### src/rtl/grid_cursor_gen_if.sv
// grid_cursor_gen_if
// Groups the pixel-position, frame-timing, button and cursor-output signals
// of grid_cursor_gen into a single bundle.
//   master : the VGA/controller side (drives coordinates, ticks and buttons)
//   slave  : the cursor generator itself
// Signals:
//   cuentaX/cuentaY  current pixel coordinate (CW bits)
//   frame_tick       one-cycle pulse at start of vertical blank
//   mv_*             one-cycle move requests
//   sel_lock         high: move requests ignored
//   blink_en         high: cursor blinks
//   cur_row/cur_col  committed cursor position
//   cur_idx          cur_row*COLS+cur_col
//   inrect/inborder  registered pixel flags for the selected cell
interface grid_cursor_gen_if #(
  parameter int CW  = 10,
  parameter int RW  = 2,
  parameter int CLW = 2,
  parameter int IW  = 4
);
  logic [CW-1:0]  cuentaX;
  logic [CW-1:0]  cuentaY;
  logic           frame_tick;
  logic           mv_up;
  logic           mv_down;
  logic           mv_left;
  logic           mv_right;
  logic           sel_lock;
  logic           blink_en;
  logic [RW-1:0]  cur_row;
  logic [CLW-1:0] cur_col;
  logic [IW-1:0]  cur_idx;
  logic           inrect;
  logic           inborder;

  modport master (
    output cuentaX, cuentaY, frame_tick, mv_up, mv_down, mv_left, mv_right,
           sel_lock, blink_en,
    input  cur_row, cur_col, cur_idx, inrect, inborder
  );

  modport slave (
    input  cuentaX, cuentaY, frame_tick, mv_up, mv_down, mv_left, mv_right,
           sel_lock, blink_en,
    output cur_row, cur_col, cur_idx, inrect, inborder
  );
endinterface

### src/rtl/grid_cursor_gen.sv
// grid_cursor_gen
// Selection-cursor generator for a ROWS x COLS board drawn on a VGA screen.
// Move pulses are collected into one pending register per axis and applied
// only on frame_tick, so a frame never shows a half-moved cursor. For the
// current pixel it produces registered "inside selected cell" and "inside
// the cell's outline band" flags, optionally blanked by a frame-counted blink.
// Ports:
//   clk        pixel/system clock, the only clock
//   boton_rst  synchronous active-low reset
//   bus        grid_cursor_gen_if.slave: pixel coordinates, frame_tick,
//              move buttons, sel_lock, blink_en in; cur_row, cur_col,
//              cur_idx, inrect, inborder out
module grid_cursor_gen #(
  parameter int COLS         = 3,
  parameter int ROWS         = 3,
  parameter int CW           = 10,
  parameter int ORIGIN_X     = 0,
  parameter int ORIGIN_Y     = 0,
  parameter int CELL_W       = 213,
  parameter int CELL_H       = 160,
  parameter int BORDER       = 4,
  parameter int BLINK_FRAMES = 30,
  parameter int IW           = (ROWS * COLS > 1) ? $clog2(ROWS * COLS) : 1
) (
  input  logic              clk,
  input  logic              boton_rst,
  grid_cursor_gen_if.slave  bus
);

  localparam int RW  = (ROWS > 1) ? $clog2(ROWS) : 1;
  localparam int CLW = (COLS > 1) ? $clog2(COLS) : 1;
  localparam int BCW = (BLINK_FRAMES > 1) ? $clog2(BLINK_FRAMES) : 1;
  localparam int WW  = CW + 2;

  // The grid must fit inside the coordinate space.
  generate
    if (longint'(ORIGIN_X) + longint'(COLS) * longint'(CELL_W) > (longint'(1) << CW)) begin : g_bad_x
      $error("grid_cursor_gen: grid exceeds horizontal coordinate range");
    end
    if (longint'(ORIGIN_Y) + longint'(ROWS) * longint'(CELL_H) > (longint'(1) << CW)) begin : g_bad_y
      $error("grid_cursor_gen: grid exceeds vertical coordinate range");
    end
  endgenerate

  typedef enum logic [1:0] {
    MV_NONE = 2'b00,
    MV_INC  = 2'b01,
    MV_DEC  = 2'b10
  } mv_e;

  mv_e            pend_v_q, pend_v_d;
  mv_e            pend_h_q, pend_h_d;
  logic [RW-1:0]  cur_row_q, cur_row_d;
  logic [CLW-1:0] cur_col_q, cur_col_d;
  logic [IW-1:0]  cur_idx_q, cur_idx_d;
  logic [BCW-1:0] blink_cnt_q, blink_cnt_d;
  logic           blink_vis_q, blink_vis_d;
  logic           rect_raw_q, rect_raw_d;
  logic           band_raw_q, band_raw_d;

  logic           v_req, h_req, moved;
  logic [WW-1:0]  x0, x1, y0, y1, px, py;

  // Opposite buttons pressed together cancel to "no move".
  function automatic mv_e req_dir(input logic dec, input logic inc);
    if (inc && !dec)      return MV_INC;
    else if (dec && !inc) return MV_DEC;
    else                  return MV_NONE;
  endfunction

  // Pending moves: a tick consumes the old value; a pulse in the same
  // cycle as the tick becomes the new pending value for the next frame.
  always_comb begin
    v_req    = (bus.mv_up | bus.mv_down) & ~bus.sel_lock;
    h_req    = (bus.mv_left | bus.mv_right) & ~bus.sel_lock;
    pend_v_d = pend_v_q;
    pend_h_d = pend_h_q;
    if (bus.frame_tick) begin
      pend_v_d = MV_NONE;
      pend_h_d = MV_NONE;
    end
    if (v_req) pend_v_d = req_dir(bus.mv_up, bus.mv_down);
    if (h_req) pend_h_d = req_dir(bus.mv_left, bus.mv_right);
  end

  // Commit with independent wrap-around per axis; the index follows the
  // new position in the same edge.
  always_comb begin
    cur_row_d = cur_row_q;
    cur_col_d = cur_col_q;
    if (bus.frame_tick) begin
      case (pend_v_q)
        MV_INC:  cur_row_d = (cur_row_q == RW'(ROWS - 1)) ? '0 : cur_row_q + RW'(1);
        MV_DEC:  cur_row_d = (cur_row_q == '0) ? RW'(ROWS - 1) : cur_row_q - RW'(1);
        default: cur_row_d = cur_row_q;
      endcase
      case (pend_h_q)
        MV_INC:  cur_col_d = (cur_col_q == CLW'(COLS - 1)) ? '0 : cur_col_q + CLW'(1);
        MV_DEC:  cur_col_d = (cur_col_q == '0) ? CLW'(COLS - 1) : cur_col_q - CLW'(1);
        default: cur_col_d = cur_col_q;
      endcase
    end
    moved     = (cur_row_d != cur_row_q) || (cur_col_d != cur_col_q);
    cur_idx_d = IW'(cur_row_d) * IW'(COLS) + IW'(cur_col_d);
  end

  // Blink: counts ticks per half-period; a real move restarts it visible
  // so the user always sees where the cursor landed.
  always_comb begin
    blink_cnt_d = blink_cnt_q;
    blink_vis_d = blink_vis_q;
    if (!bus.blink_en) begin
      blink_cnt_d = '0;
      blink_vis_d = 1'b1;
    end else if (bus.frame_tick) begin
      if (moved) begin
        blink_cnt_d = '0;
        blink_vis_d = 1'b1;
      end else if (blink_cnt_q == BCW'(BLINK_FRAMES - 1)) begin
        blink_cnt_d = '0;
        blink_vis_d = ~blink_vis_q;
      end else begin
        blink_cnt_d = blink_cnt_q + BCW'(1);
      end
    end
  end

  // Cell geometry in CW+2 bits so the right/bottom edges never overflow.
  always_comb begin
    px = {2'b00, bus.cuentaX};
    py = {2'b00, bus.cuentaY};
    x0 = WW'(ORIGIN_X) + WW'(cur_col_q) * WW'(CELL_W);
    x1 = x0 + WW'(CELL_W);
    y0 = WW'(ORIGIN_Y) + WW'(cur_row_q) * WW'(CELL_H);
    y1 = y0 + WW'(CELL_H);
    rect_raw_d = (px >= x0) && (px < x1) && (py >= y0) && (py < y1);
    band_raw_d = rect_raw_d &&
                 ((px < x0 + WW'(BORDER)) || (px >= x1 - WW'(BORDER)) ||
                  (py < y0 + WW'(BORDER)) || (py >= y1 - WW'(BORDER)));
  end

  always_ff @(posedge clk) begin
    if (!boton_rst) begin
      pend_v_q    <= MV_NONE;
      pend_h_q    <= MV_NONE;
      cur_row_q   <= '0;
      cur_col_q   <= '0;
      cur_idx_q   <= '0;
      blink_cnt_q <= '0;
      blink_vis_q <= 1'b1;
      rect_raw_q  <= 1'b0;
      band_raw_q  <= 1'b0;
    end else begin
      pend_v_q    <= pend_v_d;
      pend_h_q    <= pend_h_d;
      cur_row_q   <= cur_row_d;
      cur_col_q   <= cur_col_d;
      cur_idx_q   <= cur_idx_d;
      blink_cnt_q <= blink_cnt_d;
      blink_vis_q <= blink_vis_d;
      rect_raw_q  <= rect_raw_d;
      band_raw_q  <= band_raw_d;
    end
  end

  // The pixel flags keep tracking while hidden; only the outputs blank.
  assign bus.cur_row  = cur_row_q;
  assign bus.cur_col  = cur_col_q;
  assign bus.cur_idx  = cur_idx_q;
  assign bus.inrect   = rect_raw_q & blink_vis_q;
  assign bus.inborder = band_raw_q & blink_vis_q;

endmodule

### src/flat_wrapper.sv
// flat-port wrapper written by rule: the top's interface ports become plain ports
module grid_cursor_gen_flat 
#(
  parameter int COLS         = 3,
  parameter int ROWS         = 3,
  parameter int CW           = 10,
  parameter int ORIGIN_X     = 0,
  parameter int ORIGIN_Y     = 0,
  parameter int CELL_W       = 213,
  parameter int CELL_H       = 160,
  parameter int BORDER       = 4,
  parameter int BLINK_FRAMES = 30,
  parameter int IW           = (ROWS * COLS > 1) ? $clog2(ROWS * COLS) : 1
)
  (clk, boton_rst, bus_cuentaX, bus_cuentaY, bus_frame_tick, bus_mv_up, bus_mv_down, bus_mv_left, bus_mv_right, bus_sel_lock, bus_blink_en, bus_cur_row, bus_cur_col, bus_cur_idx, bus_inrect, bus_inborder);
  grid_cursor_gen_if #(.CW(CW), .RW((2)), .CLW((2)), .IW(IW)) bus_i ();
  input  logic clk;
  input  logic boton_rst;
  input wire logic [$bits(bus_i.cuentaX)-1:0] bus_cuentaX;
  input wire logic [$bits(bus_i.cuentaY)-1:0] bus_cuentaY;
  input wire logic [$bits(bus_i.frame_tick)-1:0] bus_frame_tick;
  input wire logic [$bits(bus_i.mv_up)-1:0] bus_mv_up;
  input wire logic [$bits(bus_i.mv_down)-1:0] bus_mv_down;
  input wire logic [$bits(bus_i.mv_left)-1:0] bus_mv_left;
  input wire logic [$bits(bus_i.mv_right)-1:0] bus_mv_right;
  input wire logic [$bits(bus_i.sel_lock)-1:0] bus_sel_lock;
  input wire logic [$bits(bus_i.blink_en)-1:0] bus_blink_en;
  output wire logic [$bits(bus_i.cur_row)-1:0] bus_cur_row;
  output wire logic [$bits(bus_i.cur_col)-1:0] bus_cur_col;
  output wire logic [$bits(bus_i.cur_idx)-1:0] bus_cur_idx;
  output wire logic [$bits(bus_i.inrect)-1:0] bus_inrect;
  output wire logic [$bits(bus_i.inborder)-1:0] bus_inborder;
  assign bus_i.cuentaX = bus_cuentaX;
  assign bus_i.cuentaY = bus_cuentaY;
  assign bus_i.frame_tick = bus_frame_tick;
  assign bus_i.mv_up = bus_mv_up;
  assign bus_i.mv_down = bus_mv_down;
  assign bus_i.mv_left = bus_mv_left;
  assign bus_i.mv_right = bus_mv_right;
  assign bus_i.sel_lock = bus_sel_lock;
  assign bus_i.blink_en = bus_blink_en;
  assign bus_cur_row = bus_i.cur_row;
  assign bus_cur_col = bus_i.cur_col;
  assign bus_cur_idx = bus_i.cur_idx;
  assign bus_inrect = bus_i.inrect;
  assign bus_inborder = bus_i.inborder;
  grid_cursor_gen #(.COLS(COLS), .ROWS(ROWS), .CW(CW), .ORIGIN_X(ORIGIN_X), .ORIGIN_Y(ORIGIN_Y), .CELL_W(CELL_W), .CELL_H(CELL_H), .BORDER(BORDER), .BLINK_FRAMES(BLINK_FRAMES), .IW(IW)) u_core (.clk(clk), .boton_rst(boton_rst), .bus(bus_i));
endmodule
### config.mk
export PLATFORM = sky130hd
export DESIGN_NAME = grid_cursor_gen_flat
export DESIGN_NICKNAME = d
export VERILOG_FILES = /design/src/rtl/grid_cursor_gen_if.sv /design/src/rtl/grid_cursor_gen.sv /design/src/flat_wrapper.sv
export SDC_FILE = /design/constraint.sdc
export NUM_CORES = 1
export LEC_CHECK = 0
export CORE_MARGIN = 2
export CORE_UTILIZATION = 34
export CTS_CLUSTER_DIAMETER = 30
export DETAILED_ROUTE_END_ITERATION = 6
export PLACE_DENSITY_LB_ADDON = 0.12
export SLEW_MARGIN = 30
export SYNTH_ARGS = -nofsm -noshare
export SYNTH_HDL_FRONTEND = slang
export SYNTH_SLANG_ARGS = --single-unit
### constraint.sdc
create_clock -name clk -period 3.7 [get_ports clk]
set_input_delay 0.74 -clock clk [delete_from_list [all_inputs] [get_ports clk]]
set_output_delay 0.74 -clock clk [all_outputs]
set_load 0.01 [all_outputs]
==> metrics.md <==
| Metric | Value |
|---|---|
| TritonCTS clock tree | `done` |
| Worst-Skew Late Latency | `0.25 ns` |
| Largest stage delay, worst path | `0.51 ns` |
| Sw power | `between 0.15 and 0.2 mW` |
| Total grt overflow | `0` |
| Worst-path fanout max | `5` |
| Post-Layout Cell Count | `about 420` |
| DR iter-0 viols | `between 40 and 50` |
| Sequential Power Share | `37.4%` |
| Hold_buf cts | `0` |
| Hold path depth | `2` |
| DP Area | `slightly below 3000 um2` |
| Reg2Reg Setup Slack | `0.64 ns` |
| Startpoint Class | `primary input` |
| Combinational share of power | `26.2%` |
| Row count | `30` |
| First-pass GRT wire length | `between 9 and 10 mm` |
| Global placement routability congestion | `0.7607` |
| Area Growth Syn to Fin | `24.90%` |
| Hold path endpoint | `u_core.blink_cnt_q[4]$_SDFFE_PN0P_` |
| Leading cell types in the layout, fill and taps excluded | `ha_1 (70), clkdlybuf4s50_1 (38), inv_1 (29)` |
| Peak Freq | `0.3147 GHz` |
| Reg2reg path depth | `9` |
| Max Cap Viol | `0` |
| CP cell instances | `clkdlybuf4s50_1, or2b_1, inv_1, o21ai_0, fa_1, ha_1, fa_1, and2_1` |
| Share of layout cells above drive strength 1 | `3.106%` |
| Critical Path AT | `3.33 ns` |
| Setup CP Type | `in -> reg` |
| Worst setup EP type | `flop` |
| Most common cell on crit path | `fa_1` |
| Clock skew | `0.001575 ns` |
| Delay-heaviest family, CP | `adder cells` |
| Net Count, Synth | `378` |
| Fin. max-slew vios | `0` |
| DPL Wire Length | `4.450 mm` |
| Initial Utilization | `a little over a third` |
| Commonest non-fill, non-tap cell in the layout | `ha_1` |
| Initial antenna violation count | `0` |
| Slowest cell on crit path | `clkdlybuf4s50_1` |
| Min-delay src | `u_core.blink_cnt_q[4]$_SDFFE_PN0P_` |
| DRT Wirelength | `between 5 and 6 mm` |
| Main synth FF type | `dfxtp_1` |
| Vias per cell | `4.962` |
| H-tree depth | `1` |
| Cell area after synthesis | `~2400 um2` |
| First-pass detailed-route iteration total | `4` |
| Final Setup Violations | `0` |
| Register bit total from synthesis | `20` |
| R2R Path End | `u_core.bus.cur_idx[2]$_SDFF_PN0_` |
| Fin crit period | `~3.2 ns` |
| Fin nets | `424` |
| Bufs on Longest Clock Path | `2` |
| Power share of the clock group | `36.4%` |
| Post-CTS setup buffer count | `0` |
| Die Height | `a little under 90 um` |
| Die ar. | `between 7000 and 8000 um2` |
| Pwr dens | `199.4 nW/um2` |
| Max VDD drop | `between 0.0002 and 0.00025 V` |
| WP data required | `roughly 3.9 ns` |
| ANT cells | `0` |
| Die Wd | `between 80 and 90 um` |
| Pint | `0.4441 mW` |
| Post-synth EDFFs | `0` |
| Total core area | `~6800 um2` |
| I/O Buffers | `38` |
| Vias in the first global route | `2037` |
| Library cells used by synthesis | `just under 50` |
| Leak pwr | `approximately 1.3 nW` |
| Vias | `2074` |
| Post-synthesis async set-or-reset flop share | `0%` |
| Power, Total | `between 0.5 and 0.6 mW` |
| Slew @ Worst Pin | `0.5118 ns` |
| Routed Antenna Nets | `0` |
| YS warnings | `0` |
| Global Route Usage Sum | `between 10% and 20%` |
| Reg clk slew, reported paths | `0.08 ns` |
| Hold Crit Class | `reg -> reg` |
| Largest net degree at the start of global routing | `16` |
| Seq/Total Area, Yosys | `16.77%` |
| RSZ-0062 raised after global routing | `false` |
| Post-route setup TNS | `0 ns` |
| Slew HR | `65.52%` |
| Total CTS buffers | `3` |
| Root Buffer | `clkbuf_8` |
| # DRC | `0` |
| FF-to-FF Start | `u_core.bus.cur_col[1]$_SDFF_PN0_` |
| Buf+Inv Stages, Crit Path | `2` |
| Placed Cells | `414` |
| Post-route cell area | `2982 um2` |
| Status | `finished clean` |
| Final Hold Violating Endpoints | `0` |
| Post-synthesis cell count | `277` |
| Wire length per cell | `12.82 um` |
| CTS-repair resized insts | `0` |
| Fin crit share | `85.89%` |
| I/O Pins | `39` |
| Avg Cell Area, Syn | `8.618 um2` |
| Sw Ratio | `roughly a quarter` |
| Clk sink count | `20` |
## worst max path at each step
stage	startpoint	to	depth (start not counted)
finish	bus_frame_tick	u_core.bus.cur_idx[2]$_SDFF_PN0_	8
global route	u_core.bus.cur_col[1]$_SDFF_PN0_	u_core.bus.cur_idx[2]$_SDFF_PN0_	9
CTS	bus_frame_tick	u_core.bus.cur_idx[2]$_SDFF_PN0_	7
detailed placement	bus_frame_tick	u_core.bus.cur_idx[2]$_SDFF_PN0_	7
global placement	bus_frame_tick	u_core.bus.cur_idx[2]$_SDFF_PN0_	8
floorplan	u_core.bus.cur_col[0]$_SDFF_PN0_	u_core.bus.cur_idx[2]$_SDFF_PN0_	9
## area by class of cell
type	count	area, um2
Clock buffer	3	41.29
Tap cell	96	120.1
Multi-Input combinational cell	226	1863
Timing Repair Buffer	43	417.9
Fill cell	692	3812
Sequential cell	20	400.4
Clock inverter	1	30.03
Inverter	29	108.9
## worst register-to-register path: cells and delay by family (launching register included)
| family | cells | cell delay, ns |
|---|---|---|
| AND/OR/NAND/NOR | 1 | 0.16 |
| buffers and inverters | 2 | 0.40 |
| flip-flops | 1 | 0.49 |
| adder cells (fa/ha/maj) | 4 | 1.43 |
| AO/OA/AOI/OAI | 2 | 0.48 |
## power by group through the flow
stage	clock, mW	combinational [mW]	sequential, mW
floorplan	0	0.0878	0.228
global placement	0	0.154	0.227
detailed placement	0	0.156	0.228
CTS	0.222	0.157	0.223
global route	0.230	0.178	0.223
finish	0.216	0.156	0.222
## kinds of logic after synthesis
logic type / count (synthesis) / synth area share (%)
compound gates: 77 / 20.65
buf+inv: 31 / 5.188
mux: 1 / 0.4193
fa+ha+maj: 72 / 38.36
simple gates: 73 / 17.51
xor+xnor: 3 / 1.101
flops: 20 / 16.77
## synth_stat cells (2+ instances only)
master	count	area [um2]
and2_1	11	68.82
a211oi_1	5	37.54
nand3_1	5	25.02
nand4b_1	2	17.52
nand2b_1	6	37.54
o21a_1	2	15.01
nand2_1	14	52.55
or3_1	2	12.51
nor2_1	8	30.03
a21o_1	5	37.54
nor2b_1	3	18.77
nand3b_1	4	30.03
o311ai_0	2	17.52
xnor2_1	2	17.52
nand4_1	3	18.77
nor3_1	2	10.01
a21boi_0	2	15.01
inv_1	29	108.9
o2111ai_1	2	17.52
ha_1	70	875.8
a21oi_1	15	75.07
dfxtp_1	20	400.4
and3_1	5	31.28
a31oi_1	3	18.77
o21ai_0	25	125.1
nor3b_1	3	22.52
fa_1	2	40.04
a22oi_1	4	30.03
## routing by layer
layer	vias to the layer above	track usage (%)	wire length [um]
met3	2	1.791	182
met4	0	0.8392	21
li1	1094	-	-
met2	33	24.24	2338
met5	-	0	0
met1	945	21.12	2815
## through the flow
step	hold slack (ns)	setup WS, ns	util (%)
after floorplan	0.4666	0.7696	-
after global placement	0.4932	0.3252	42.84
after detailed placement	0.4966	0.2609	42.84
after CTS	0.5059	0.5467	43.89
after global routing	0.5300	0.2855	43.89
final	0.5053	0.5220	43.89
## state kept, by name (all words and copies together), names as in the netlist
name                count
u_core.bus.cur_col      2
u_core.pend_h_q         2
u_core.blink_cnt_q      5
u_core.bus.cur_idx      4
u_core.blink_vis_q      1
u_core.band_raw_q       1
u_core.pend_v_q         2
u_core.rect_raw_q       1
u_core.bus.cur_row      2
Note: power is estimated with default switching activity, not from simulation.
